--- src/rtl/tinyalu_pkg.sv ---
// ============================================================================
// Module      : tinyalu_pkg
// Description : Shared ALU593 opcode type and arbiter constants.
// Revision    : 1.0 - initial release
// ============================================================================
`default_nettype none

package tinyalu_pkg;

  typedef enum logic [2:0] {
    op_nop  = 3'd0,
    op_add  = 3'd1,
    op_and  = 3'd2,
    op_xor  = 3'd3,
    op_mul  = 3'd4,
    op_sp0  = 3'd5,
    op_res1 = 3'd6,
    op_res2 = 3'd7
  } alu_opcode_t;

  localparam int unsigned ARB_TIMEOUT_DEFAULT = 15;

endpackage

`default_nettype wire

--- src/rtl/rr_arbiter_2.sv ---
// ============================================================================
// Module      : rr_arbiter_2
// Description : Two-way round-robin grant; on a tie the requester that did
//               not win last time is chosen.
// Revision    : 1.0 - initial release
// ============================================================================
`default_nettype none

module rr_arbiter_2 (
  input  logic [1:0] valid,
  input  logic       last_grant,
  output logic [1:0] grant
);

  always_comb begin
    grant = 2'b00;
    case (valid)
      2'b01:   grant = 2'b01;
      2'b10:   grant = 2'b10;
      2'b11:   grant = last_grant ? 2'b01 : 2'b10;
      default: grant = 2'b00;
    endcase
  end

endmodule

`default_nettype wire

--- src/rtl/alu593_arbiter.sv ---
// ============================================================================
// Module      : alu593_arbiter
// Description : Arbitrates two requesters onto one ALU593, with a BUSY
//               timeout and a registered one-cycle response pulse.
// Revision    : 1.0 - initial release
// ============================================================================
`default_nettype none

module alu593_arbiter
  import tinyalu_pkg::*;
#(
  parameter int unsigned TIMEOUT = ARB_TIMEOUT_DEFAULT
) (
  input  logic        clk,
  input  logic        reset,
  input  logic [1:0]  req_valid,
  output logic [1:0]  req_ready,
  input  logic [7:0]  req_A0,
  input  logic [7:0]  req_B0,
  input  logic [7:0]  req_A1,
  input  logic [7:0]  req_B1,
  input  alu_opcode_t req_op0,
  input  alu_opcode_t req_op1,
  output logic [7:0]  alu_A,
  output logic [7:0]  alu_B,
  output alu_opcode_t alu_op,
  output logic        alu_start,
  input  logic [15:0] alu_result,
  input  logic        alu_done,
  input  logic        alu_error,
  output logic        resp_valid,
  output logic        resp_id,
  output logic [15:0] resp_result,
  output logic        resp_error
);

  typedef enum logic [1:0] {
    S_IDLE  = 2'd0,
    S_BUSY  = 2'd1,
    S_DRAIN = 2'd2
  } state_t;

  // Counter value seen on the last permitted BUSY cycle.
  localparam logic [7:0] c_TCNT_LAST = 8'(TIMEOUT - 1);

  state_t      r_state;
  state_t      w_next_state;
  logic [1:0]  w_grant;
  logic        w_accept;
  logic        w_finish;
  logic        w_timeout;
  logic        r_last_grant;
  logic [7:0]  r_tcnt;
  logic [7:0]  r_hold_A;
  logic [7:0]  r_hold_B;
  alu_opcode_t r_hold_op;
  logic        r_hold_id;
  logic        r_resp_valid;
  logic        r_resp_id;
  logic [15:0] r_resp_result;
  logic        r_resp_error;

  rr_arbiter_2 u_rr_arbiter_2 (
    .valid      (req_valid),
    .last_grant (r_last_grant),
    .grant      (w_grant)
  );

  assign w_timeout = (r_state == S_BUSY) && !alu_done && (r_tcnt == c_TCNT_LAST);

  always_comb begin
    w_next_state = r_state;
    w_accept     = 1'b0;
    w_finish     = 1'b0;
    case (r_state)
      S_IDLE: begin
        if (|w_grant) begin
          w_accept     = 1'b1;
          w_next_state = S_BUSY;
        end
      end
      S_BUSY: begin
        if (alu_done || w_timeout) begin
          w_finish     = 1'b1;
          w_next_state = S_DRAIN;
        end
      end
      S_DRAIN: w_next_state = S_IDLE;
      default: w_next_state = S_IDLE;
    endcase
  end

  always_ff @(posedge clk or posedge reset) begin
    if (reset) begin
      r_state <= S_IDLE;
    end else begin
      r_state <= w_next_state;
    end
  end

  always_ff @(posedge clk or posedge reset) begin
    if (reset) begin
      r_last_grant  <= 1'b1;
      r_tcnt        <= 8'd0;
      r_hold_A      <= 8'd0;
      r_hold_B      <= 8'd0;
      r_hold_op     <= op_nop;
      r_hold_id     <= 1'b0;
      r_resp_valid  <= 1'b0;
      r_resp_id     <= 1'b0;
      r_resp_result <= 16'd0;
      r_resp_error  <= 1'b0;
    end else begin
      r_resp_valid <= 1'b0;
      if (w_accept) begin
        r_last_grant <= w_grant[1];
        r_hold_id    <= w_grant[1];
        r_hold_A     <= w_grant[1] ? req_A1  : req_A0;
        r_hold_B     <= w_grant[1] ? req_B1  : req_B0;
        r_hold_op    <= w_grant[1] ? req_op1 : req_op0;
        r_tcnt       <= 8'd0;
      end else if (r_state == S_BUSY) begin
        r_tcnt <= r_tcnt + 8'd1;
      end
      // A done in the timeout cycle still returns the ALU's own result.
      if (w_finish) begin
        r_resp_valid  <= 1'b1;
        r_resp_id     <= r_hold_id;
        r_resp_result <= alu_done ? alu_result : 16'd0;
        r_resp_error  <= alu_done ? alu_error  : 1'b1;
      end
    end
  end

  assign req_ready   = (r_state == S_IDLE && !reset) ? w_grant : 2'b00;
  assign alu_start   = (r_state == S_BUSY);
  assign alu_A       = r_hold_A;
  assign alu_B       = r_hold_B;
  assign alu_op      = r_hold_op;
  assign resp_valid  = r_resp_valid;
  assign resp_id     = r_resp_id;
  assign resp_result = r_resp_result;
  assign resp_error  = r_resp_error;

endmodule

`default_nettype wire

--- config.mk ---
export PLATFORM = sky130hd
export DESIGN_NAME = alu593_arbiter
export DESIGN_NICKNAME = d
export VERILOG_FILES = /design/src/rtl/tinyalu_pkg.sv /design/src/rtl/rr_arbiter_2.sv /design/src/rtl/alu593_arbiter.sv
export SDC_FILE = /design/constraint.sdc
export NUM_CORES = 1
export LEC_CHECK = 0
export ABC_CLOCK_PERIOD_IN_PS = 4170
export CORE_MARGIN = 10
export CORE_UTILIZATION = 42
export CTS_CLUSTER_DIAMETER = 30
export CTS_CLUSTER_SIZE = 25
export DETAILED_ROUTE_END_ITERATION = 10
export GPL_TIMING_DRIVEN = 0
export PLACE_DENSITY = 0.8
export REMOVE_ABC_BUFFERS = 1
export SYNTH_ARGS = -nofsm -noshare
export SYNTH_HDL_FRONTEND = slang
export SYNTH_SLANG_ARGS = --single-unit
export TNS_END_PERCENT = 50
--- constraint.sdc ---
create_clock -name clk -period 4.17 [get_ports clk]
set_clock_uncertainty 0.1 [all_clocks]
set_input_delay 1.251 -clock clk [delete_from_list [all_inputs] [get_ports clk]]
set_output_delay 1.251 -clock clk [all_outputs]
set_load 0.05 [all_outputs]
==> flow_summary.toml, run 1 <==
[outcome]
status = "completed"

[clock_tree]
root_buffer = "clkbuf_8"
clockBufferDepth = 2
tritoncts = "built"
cts.htree.levels = 2
cts_made_buffers = 5
cts.clk_slew.worst_paths_ns = 0.09
clk_latency_ns = 0.29
numClockSinks = 50

[yosys]
yosysSeqAreaShare_pct = 53.9
synth_cell_types = 36
synth-edff-count = 0
ys_seq_elements = 50
synth_area_leaders = "dfrtp_1, o21ai_0, mux2i_1"
synth_area_leader_cell = "dfrtp_1"
ys.flop_type = "dfrtp_1"
synthTopCellsByCount = "o21ai_0, dfrtp_1, nand2_1"
syn-cell-area_um2 = 2320
async_flop_share_pct = 100
postSynthCellCount = 228
avgSynthCellArea_um2 = 10.2
yosysTopAreaCellShare_pct = 52.7
yosysMostFrequentCell = "o21ai_0"
yosys_warnings = 0

[global_route]
grt_pass1_vias = 2238
grtUsageTotal_pct = 14.8
antenna_found_initial = 0
grt_max_degree = 27
grt_pass1_wl_mm = 10.7
grt.overflow.total = 0

[final_layout]
area_growth_pct = 50.8
nNetsFinal = 388
fillers = 464
final_util_pct = 64.5
insertedDiodeCount = 0
layout-drive-gt1-share_pct = 10.1

[critical_path]
critical_path.max_stage_delay_ns = 0.63
critPathKind = "in -> out"
r2r_end = "resp_result[10]$_DFFE_PP0P_"
worstPathCellList = "clkdlybuf4s50_1 -> o21ai_4 -> buf_4 -> nor3_1 -> buf_2"
worstPathRequired_ns = 2.82
crit_path_end_kind = "output pin"
crit_start = "req_valid[1]"
r2r-start = "r_tcnt[4]$_DFFE_PP0P_"
worstPathMaxFanout = 16
r2r_slack_ns = 2.34
reg2reg_depth = 3
critPathLaunchType = "input pin"
crit_slowest_cell = "clkdlybuf4s50_1"
arrival_ns = 2.69

[route]
num_vias = 2086
firstDrtPassIters = 6
antenna_left = 0
first_iter_violations = 55
drc_errors = 0
finalWirelength_mm = 6.69
wl_per_cell_um = 16.8
via_per_inst = 5.23

[power_and_ir_drop]
powerDensity_nw_per_um2 = 766
power_leakage_nw = 1.48
ir_drop_v = 0.000387

[min_path]
hp-class = "reg -> reg"
hold_end = "r_tcnt[6]$_DFFE_PP0P_"
hold_start = "r_tcnt[6]$_DFFE_PP0P_"
whs_path_depth = 1

[flow_run]
maxCapViolations = 0

[die]
row_count = 27
coreArea_um2 = 5440
die_area_um2 = 8910
die_width_um = 94.4
fp.dieH_um = 94.4
io_pins = 101
initial_core_util_pct = 42.7

[placement]
hpwl_mm = 4.79
gp_congestion = 0.736
port_buffers = 100

[timing]
period_share_pct = 96.9
fmax_ghz = 0.248
rsz0062_at_grt = "false"
whs_ns = 0.405
drv_slew = 0
tightest_slew_ns = 0.900
timing.slew.headroom_pct = 40.0
finalHoldViolCount = 0
fin_crit_ns = 4.04
setup_viol = 0
[flip-flops by register name (all words and copies together), names as in the netlist, 2 cells and up]
signal,count
r_state,2
alu_B,8
r_tcnt,8
resp_result,16
alu_op,3
alu_A,8
[worst max-delay path by stage]
stage | to | cells after the start | slack [ns]
floorplan | req_ready[1] | 2 | -0.12
CTS | req_ready[1] | 4 | 0.01
global route | req_ready[1] | 4 | 0.09
finish | req_ready[0] | 5 | 0.13
detailed placement | req_ready[1] | 4 | -1.19
global placement | req_ready[1] | 4 | -1.52
[critical path, delay by kind of cell]
family	cells	cell delay [ns]
compound gates	1	0.15
buf+inv	3	1.15
simple gates	1	0.13
[cell usage in the layout, fill, tap and decap left out, types with 2 or more instances in the layout]
master,count
clkbuf_8,6
o21ai_2,10
buf_4,4
o211ai_1,2
nor2_1,2
nor3_1,2
clkdlybuf4s50_1,97
mux2i_1,21
inv_1,5
a21oi_1,4
or3_1,4
dfrtp_1,49
nand3_1,3
nand2_1,34
ha_1,2
nand2b_1,2
nand3b_1,2
o21ai_0,51
[final cells by class]
type                            instances  area, µm²  area share, %
Sequential cell                        50       1250           35.7
Inverter                                6       25.0          0.714
Tap cell                               72       90.1           2.57
Timing Repair Buffer                  105       1050           29.8
Clock inverter                          1       5.00          0.143
Clock buffer                            7       86.3           2.46
Multi-Input combinational cell        158       1000           28.6
[routing by layer]
metal	track usage (%)	share of wire (%)	up-vias	routed length, µm
met2	23.6	46	86	3100
met1	17.3	41	991	2740
met5	0	0	-	0
li1	-	-	1003	-
met4	4.18	0.97	0	65
met3	7.38	12	6	792
[cell families (layout without fill, tap and decap cells)]
group | count (synthesis) | in the layout | share of synthesized area [%]
compound gates | 76 | 77 | 19.4
fa+ha+maj | 2 | 2 | 1.08
buf+inv | 21 | 119 | 4.47
flops | 50 | 50 | 53.9
mux | 22 | 22 | 9.53
simple gates | 57 | 57 | 11.6
[per-stage QoR]
step | setup TNS, ns | cell area, µm² | setup WS, ns | std cells | power, mW
5_1_grt | 0 | 3510 | 0.0893 | 399 | 2.85
2_1_floorplan | -0.166 | 2240 | -0.116 | 213 | 1.81
3_3_place_gp | -3.02 | 3330 | -1.52 | 385 | 2.36
3_5_place_dp | -2.14 | 3360 | -1.19 | 387 | 2.40
6_report | 0 | 3510 | 0.131 | 399 | 2.69
4_1_cts | 0 | 3510 | 0.0112 | 399 | 2.71
[report_power, final]
| part | switching, mW | internal [mW] |
|---|---|---|
| Clock | 0.148 | 0.134 |
| Combinational | 1.05 | 0.525 |
| Sequential | 0.134 | 0.695 |
[what timing repair did]
item | 4_1_cts | 5_1_grt
gates cloned | 1 | 0
resized for setup | 12 | 3
buffers inserted | 3 | 0
pin swaps | 0 | 0
endpoints found under the setup margin | 2 | 2
hold buffers | 0 | 0
Note: power is estimated with default switching activity, not from simulation.
==> run 2: changes to the inputs <==
--- a/config.mk
+++ b/config.mk
@@ -5,7 +5,8 @@
 export SDC_FILE = /design/constraint.sdc
 export NUM_CORES = 1
 export LEC_CHECK = 0
-export ABC_CLOCK_PERIOD_IN_PS = 4170
+export ABC_CLOCK_PERIOD_IN_PS = 3750
+export CAP_MARGIN = 10
 export CORE_MARGIN = 10
 export CORE_UTILIZATION = 42
 export CTS_CLUSTER_DIAMETER = 30
==> constraint.sdc (replaced) <==
create_clock -name clk -period 3.75 [get_ports clk]
set_clock_uncertainty 0.1 [all_clocks]
set_input_delay 1.125 -clock clk [delete_from_list [all_inputs] [get_ports clk]]
set_output_delay 1.125 -clock clk [all_outputs]
set_load 0.05 [all_outputs]
==> run 2 against run 1 <==
Combinational power rose by 12%; final cell count did not move; clock power up 12%; critical path type unchanged; largest cell class unchanged; largest power group unchanged.
==> flow_summary.toml, run 2 (synthesis results as in run 1) <==
[die]
die_area_um2 = 8910
row_count = 27
io_pins = 101
coreArea_um2 = 5440
fp.dieH_um = 94.4
initial_core_util_pct = 42.7
die_width_um = 94.4

[route]
finalWirelength_mm = 6.56
wl_per_cell_um = 16.4
first_iter_violations = 79
drc_errors = 0
firstDrtPassIters = 4
via_per_inst = 5.13
antenna_left = 0
num_vias = 2047

[timing]
finalHoldViolCount = 0
fin_crit_ns = 3.53
fmax_ghz = 0.283
setup_viol = 0
tightest_slew_ns = 0.804
drv_slew = 0
timing.slew.headroom_pct = 46.4
period_share_pct = 94.1
whs_ns = 0.403
rsz0062_at_grt = "false"

[clock_tree]
tritoncts = "built"
numClockSinks = 50
cts_made_buffers = 5
clk_latency_ns = 0.29
clockBufferDepth = 2
root_buffer = "clkbuf_8"
cts.clk_slew.worst_paths_ns = 0.08
cts.htree.levels = 2

[critical_path]
crit_path_end_kind = "output pin"
worstPathRequired_ns = 2.52
arrival_ns = 2.30
worstPathMaxFanout = 26
critPathLaunchType = "input pin"
critPathKind = "in -> out"

[global_route]
grtUsageTotal_pct = 14.6
grt_max_degree = 27
antenna_found_initial = 0
grt_pass1_vias = 2174
grt_pass1_wl_mm = 10.5
grt.overflow.total = 0

[final_layout]
instances_no_fill = 399
layout-drive-gt1-share_pct = 9.79
insertedDiodeCount = 0
area_growth_pct = 51.8
largest_reg_flops = 16
mostFrequentLayoutCell = "clkdlybuf4s50_1"
nNetsFinal = 388
layout_common_cells = "clkdlybuf4s50_1, o21ai_0, dfrtp_1"

[placement]
gp_congestion = 0.736
place_inst = 389
port_buffers = 100
hpwl_mm = 4.91

[power_and_ir_drop]
ir_drop_v = 0.000431
powerDensity_nw_per_um2 = 848
power_leakage_nw = 1.51

[min_path]
hp-class = "reg -> reg"

[flow_run]
maxCapViolations = 0

[outcome]
status = "completed"
run 2: changes by cell type in the layout (fill, tap and decap cells not counted):
cell / delta
clkdlybuf4s50_1: -1
nor2_2: -1
dlymetal6s2s_1: +2
buf_2: -1
buf_6: +1
nor2_1: +1
dlygate4sd2_1: -1
clkbuf_4: +1
a21boi_2: -1
clkdlybuf4s15_2: -1
buf_16: +1
run 2: path summary, 6_finish.rpt:
| kind | end | slack [ns] | cells after the start | startpoint |
|---|---|---|---|---|
| setup / recovery | req_ready[1] | 0.22 | 4 | reset |
| hold / removal | r_tcnt[6]$_DFFE_PP0P_ | 0.40 | 1 | r_tcnt[6]$_DFFE_PP0P_ |
| setup reg to reg | resp_result[10]$_DFFE_PP0P_ | 1.90 | 3 | r_tcnt[4]$_DFFE_PP0P_ |
| hold reg to reg | r_tcnt[6]$_DFFE_PP0P_ | 0.40 | 1 | r_tcnt[6]$_DFFE_PP0P_ |
| max in group asynchronous | resp_result[3]$_DFFE_PP0P_ | 2.04 | 3 | reset |
| min in group asynchronous | alu_B[5]$_DFFE_PP0P_ | 1.08 | 2 | reset |
run 2: what timing repair did:
action,CTS,global route
setup buffers,2,0
resized for setup,16,3
endpoints found under the setup margin,2,2
hold buffers,0,0
run 2: layout make-up:
class | count | area, µm²
tap | 72 | 90.1
clock buffer | 7 | 86.3
multi-input combinational | 157 | 987
sequential | 50 | 1250
inverter | 6 | 25.0
timing repair buffer | 106 | 1080
clock inverter | 1 | 5.00
fill | 460 | 1910
run 2: per-stage QoR:
stage               utilization, %  power [mW]  setup WS, ns  cell area (µm²)  setup TNS (ns)
finish                        64.9        2.99         0.220             3530               0
global route                  64.9        3.17         0.105             3530               0
CTS                           64.7        3.02       0.00472             3520               0
detailed placement            62.5        2.68        -0.924             3400           -1.56
global placement              61.3        2.62         -1.69             3330           -6.35
floorplan                        -        2.02        -0.284             2240          -0.502
run 2: report_power, final:
part | internal [mW] | leakage [nW] | switching (mW)
clock network | 0.149 | 0.0482 | 0.166
registers | 0.773 | 0.626 | 0.144
logic | 0.592 | 0.833 | 1.17
total | 1.51 | 1.51 | 1.48
run 2: routing by layer:
layer | routed length, µm | GRT usage [%] | up-vias
li1 | - | - | 993
met1 | 2730 | 17.0 | 964
met2 | 3000 | 22.7 | 86
met3 | 793 | 8.33 | 4
met4 | 38 | 3.42 | 0
met5 | 0 | 0 | -
run 2: worst max-delay path: stages:
cell             delay, ns
clkdlybuf4s50_1       0.46
inv_4                 0.29
and3_1                0.22
buf_4                 0.20
